===== src/rtl/firebird7_in_gate1_tessent_tdr_w3.sv =====
// -----------------------------------------------------------------------------
// firebird7_in_gate1_tessent_tdr_w3
//
// IJTAG test data register placed directly upstream of the 3-bit IJTAG data
// mux. A WIDTH+2 bit shift/capture register sits on the IJTAG scan path; an
// update stage with the same layout drives the mux select and data inputs.
// The topmost bit of the update stage is a sticky lock that freezes the
// update stage until ijtag_reset.
//
// Register layout (SR and UR alike):
//   [WIDTH+1] lock
//   [WIDTH]   select
//   [WIDTH-1:0] data
//
// Ports:
//   ijtag_tck          in   IJTAG clock; all state changes on the rising edge
//   ijtag_reset        in   asynchronous, active-high reset
//   ijtag_sel          in   this TDR is on the active scan path
//   ijtag_ce           in   capture enable (wins over shift)
//   ijtag_se           in   shift enable
//   ijtag_ue           in   update enable
//   ijtag_si           in   scan in (enters at the MSB)
//   ijtag_so           out  scan out, SR bit 0
//   functional_data_in in   functional value captured for observation
//   ijtag_select       out  update-stage select, to the mux select
//   ijtag_data_out     out  update-stage data, to the mux ijtag_data_in
//   tdr_locked         out  update-stage lock bit
// -----------------------------------------------------------------------------
module firebird7_in_gate1_tessent_tdr_w3 #(
  parameter int                WIDTH      = 3,
  parameter logic [WIDTH-1:0]  RESET_DATA = '0
) (
  input  logic             ijtag_tck,
  input  logic             ijtag_reset,
  input  logic             ijtag_sel,
  input  logic             ijtag_ce,
  input  logic             ijtag_se,
  input  logic             ijtag_ue,
  input  logic             ijtag_si,
  output logic             ijtag_so,
  input  logic [WIDTH-1:0] functional_data_in,
  output logic             ijtag_select,
  output logic [WIDTH-1:0] ijtag_data_out,
  output logic             tdr_locked
);

  localparam int SR_LEN  = WIDTH + 2;
  localparam int LOCK_IX = WIDTH + 1;
  localparam int SEL_IX  = WIDTH;

  // The lock is the only sequential control state of this block.
  typedef enum logic {
    UNLOCKED = 1'b0,
    LOCKED   = 1'b1
  } lock_state_t;

  logic [SR_LEN-1:0] r_sr;
  logic              r_ur_select;
  logic [WIDTH-1:0]  r_ur_data;
  lock_state_t       r_lock_state;

  logic w_capture;
  logic w_shift;
  logic w_update;
  logic w_locked;

  // Nothing happens unless the TDR is on the active scan path.
  assign w_capture = ijtag_sel & ijtag_ce;
  assign w_shift   = ijtag_sel & ijtag_se & ~ijtag_ce;
  assign w_update  = ijtag_sel & ijtag_ue;
  assign w_locked  = (r_lock_state == LOCKED);

  // ---------------------------------------------------------------------------
  // Shift / capture stage. Capture records the current update-stage control
  // bits alongside the functional value so the tool can read back lock and
  // select in the same scan.
  // ---------------------------------------------------------------------------
  // NOTE: every flop here, control and data alike, is cleared by the async
  // reset so the scan path and mux controls are defined the instant reset
  // asserts, even mid-shift.
  always_ff @(posedge ijtag_tck or posedge ijtag_reset) begin
    if (ijtag_reset) begin
      r_sr <= '0;
    end else if (w_capture) begin
      // NOTE: non-blocking assignment keeps the pre-edge r_sr visible to the
      // update stage below, so update+shift on one edge loads the old value.
      r_sr <= {w_locked, r_ur_select, functional_data_in};
    end else if (w_shift) begin
      r_sr <= {ijtag_si, r_sr[SR_LEN-1:1]};
    end
  end

  // ---------------------------------------------------------------------------
  // Update stage and lock state. Once locked, the whole update stage holds
  // (select and data too); only reset leaves LOCKED. A lock written together
  // with select/data takes effect in the same update.
  // ---------------------------------------------------------------------------
  always_ff @(posedge ijtag_tck or posedge ijtag_reset) begin
    if (ijtag_reset) begin
      r_ur_select  <= 1'b0;
      r_ur_data    <= RESET_DATA;
      r_lock_state <= UNLOCKED;
    end else begin
      case (r_lock_state)
        UNLOCKED: begin
          if (w_update) begin
            r_ur_select <= r_sr[SEL_IX];
            r_ur_data   <= r_sr[WIDTH-1:0];
            if (r_sr[LOCK_IX]) begin
              r_lock_state <= LOCKED;
            end
          end
        end
        LOCKED: begin
          // NOTE: flops simply hold when not assigned; in always_ff that is a
          // register enable, never a latch.
          r_lock_state <= LOCKED;
        end
        default: r_lock_state <= UNLOCKED;
      endcase
    end
  end

  // Outputs come straight from flops; no combinational path from SR.
  assign ijtag_so       = r_sr[0];
  assign ijtag_select   = r_ur_select;
  assign ijtag_data_out = r_ur_data;
  assign tdr_locked     = w_locked;

endmodule


===== config.mk =====
export PLATFORM = sky130hd
export DESIGN_NAME = firebird7_in_gate1_tessent_tdr_w3
export DESIGN_NICKNAME = d
export VERILOG_FILES = /design/src/rtl/firebird7_in_gate1_tessent_tdr_w3.sv
export SDC_FILE = /design/constraint.sdc
export NUM_CORES = 1
export LEC_CHECK = 0
export BUFFER_PORTS_ARGS = -buffer_cell sky130_fd_sc_hd__buf_2
export CAP_MARGIN = 20
export CORE_AREA = 2 2 39 41
export DETAILED_ROUTE_END_ITERATION = 16
export DIE_AREA = 0 0 41 43
export GPL_TIMING_DRIVEN = 0
export PLACE_DENSITY = 0.58
export SLEW_MARGIN = 20
export SYNTH_ARGS = -nofsm -noshare
export SYNTH_HDL_FRONTEND = slang
export SYNTH_SLANG_ARGS = --single-unit

===== constraint.sdc =====
create_clock -name ijtag_tck -period 1.1 [get_ports ijtag_tck]
set_input_delay 0.165 -clock ijtag_tck [delete_from_list [all_inputs] [get_ports ijtag_tck]]
set_output_delay 0.165 -clock ijtag_tck [all_outputs]
set_load 0.005 [all_outputs]

==> metrics.txt <==
Yosys reg bits=10; Via density=5.338; drc violations=0; leakage=~0.26 nW; Wirelength per Cell=between 10 and 15 microns; ys async rst share=100.0%; Die Height=43 microns; combinational share of power=21.5%; # H-tree levels=1; vias in the first global route=349; mux contribution to synthesized area=between 10% and 20%; clk root buf=clkbuf_4; Tot GR Track Use=a little over an eighth; VDD IR max=0.0008298 V; Psw=0.2740 mW; Die X=41 microns; largest family of logic cells by synthesized area=compound AO/OA/AOI/OAI gates; unrepaired setup endpoints after global routing=false; Period Utilization, post-route=between 90% and 100%; Clock power frac=just over 30%; PD cells=approximately 1800 mW/mm^2; internal power=~0.82 mW; Starting Density=around a third; IO Pins=16; Synth Area in Compound Gates=approximately 16%; Max Fclk=roughly 1000 MHz; CTS tree=yes; register-to-register path setup slack=~0.09 ns; endpoints failing hold=0; status=finished, final reports clean; initial antenna violation count=0; total power=1.090 mW; Area growth, synth to finish=33.90%; Worst slew margin=approximately three quarters; critical-path cell list=nand3b_4 > mux2_2; Setup TNS Final=0 ns; ys flop type=dfrtp_1; global-route wire length before repair=around 1500 microns; Startpoint Class=flip-flop; most instantiated cells after synthesis=10 x dfrtp_1, 5 x nand4bb_1, 5 x o221a_2, 4 x mux2_2; detailed-router iteration count before antenna repair=2; Post-Synthesis Net Count=39; Post-synth EDFFs=0; Min-Delay Path Class=primary input to flip-flop; Worst R2R End=ijtag_select; reg2reg start=tdr_locked; buffer and inverter count on the worst path=0; CP required=approximately 1.3 ns; fin nets=60; Avg Inst Size Synth=between 15 and 20 sq um; crit path capture type=flip-flop; 1st-iter DRT viols=3; Skew-Pair Late Insertion Delay=~0.27 ns; Max Cap Viol=0; routed via count=347; hpwl dp=approximately 650 microns; Final min period=just over 1 ns; CP top delay family=flip-flops; CTS sink cnt=10; # rows=14; CP max stage cell=dfrtp_1; Setup Buffers After CTS=0; Distinct cells, synth=9; PortBufs=15; Clock Path Buffers=2; Synth area leaders=dfrtp_1 56%, nand4bb_1 13%, o221a_2 13%; CTS Buf Count=3; synth warn=0; Synth area leader=dfrtp_1; sequential share of the synthesized area=between 50% and 60%; fin worst setup slack=between 0.08 and 0.09 ns; Adder-Cell Fraction of Synth Area=0%; Sequential Power Share=roughly 48%; pre-CTS setup slack=~0.0017 ns; share of layout cells above drive strength 1=61.22%; share of the synthesized area in the top cell type=between 50% and 60%; R2R cell count=2; Gate Count Post-Synth=29; Levels on crit path=2; Slew Viols, Final=0; largest net degree at the start of global routing=11; core region area=~0.0014 sq mm; final RePlAce weighted congestion=around 0.76; CP max FO=4; DIE AREA=approximately 0.0018 sq mm; Synth Area in Simple Gates=between 10% and 20%; WHS Endpoint=r_sr[2]; CP Class=flip-flop to flip-flop; GRT Residual Overflow=0; Critical Path Start=tdr_locked; setup violators final=0; Worst-Margin Slew=between 0.3 and 0.4 ns; Reg clk slew, reported paths=around 0.070 ns; switching share of power=between 20% and 30%; Post-Syn Area=~440 sq um; startpoint of the worst hold path=functional_data_in[2]; Routed WL=~910 microns; CP arrival=between 1 and 1.5 ns; clk_skew=between 0.002 and 0.0025 ns; slowest cell delay on critical path=approximately 0.4 ns; post-route ant nets=0; xor/xnor cell area share of the yosys netlist=0%; hold depth=2; number of inserted diodes=0; count leader, synth=dfrtp_1
power groups by stage:
stage,clock [mW],combinational [mW],sequential (mW)
2_1_floorplan,0,0.116,0.527
3_3_place_gp,0,0.231,0.520
3_5_place_dp,0,0.234,0.528
4_1_cts,0.348,0.240,0.520
5_1_grt,0.363,0.266,0.534
6_report,0.337,0.235,0.519
cells by family after synthesis:
kind of cell / count (synthesis)
buffers and inverters: 1
AND/OR/NAND/NOR: 7
flip-flops: 10
multiplexers: 4
AO/OA/AOI/OAI: 7
state kept, by name (all words and copies together) (netlist names):
signal          count
tdr_locked          1
ijtag_select        1
ijtag_data_out      3
r_sr                5
metrics by stage:
step,util (%),hold WS [ns],std cells,cell area (sq um)
after floorplan,-,0.005178,29,442.9
after global placement,38.88,0.1446,60,538.0
after detailed placement,38.88,0.1661,60,538.0
after CTS,42.86,0.1655,65,593.1
after global routing,42.86,0.1762,65,593.1
final,42.86,0.1741,65,593.1
final cells by class:
class	instances	area (sq um)
Clock buffer	4	36.28
Fill cell	133	790.8
Inverter	1	3.754
Multi-Input combinational cell	18	197.7
Sequential cell	10	250.2
Tap cell	16	20.02
Timing Repair Buffer	16	85.08
layout by cell type (no fill, tap or decap), types with 3 or more instances in the layout:
| cell | Yosys | final |
|---|---|---|
| buf_2 | 0 | 15 |
| clkbuf_4 | 0 | 3 |
| dfrtp_1 | 10 | 10 |
| mux2_2 | 4 | 4 |
| nand4bb_1 | 5 | 5 |
| o221a_2 | 5 | 5 |
how the worst max path moves through the flow:
| stage | end | slack, ns |
|---|---|---|
| after floorplan | ijtag_data_out[0] | 0.06 |
| after global placement | ijtag_select | 0.02 |
| after detailed placement | ijtag_select | 0.002 |
| after CTS | ijtag_select | 0.08 |
| after global routing | ijtag_data_out[1] | 0.04 |
| final | ijtag_select | 0.09 |
layer usage:
layer  up-vias  part of all wire (%)  wire length [microns]  global-route usage (%)
met1       169                    43                    386                   15.84
li1        161                     -                      -                       -
met2        13                    47                    427                   18.13
met3         4                   7.6                     69                   5.236
met4         0                   2.5                     23                   12.00
met5         -                     0                      0                       0
timing repair:
| action | in CTS | in global routing |
|---|---|---|
| hold endpoints to repair | 10 | 0 |
| gates resized for setup | 1 | 0 |
| endpoints found under the setup margin | 2 | 0 |
| hold buffers | 1 | 0 |
No activity file was read; power rests on OpenSTA's default activity.
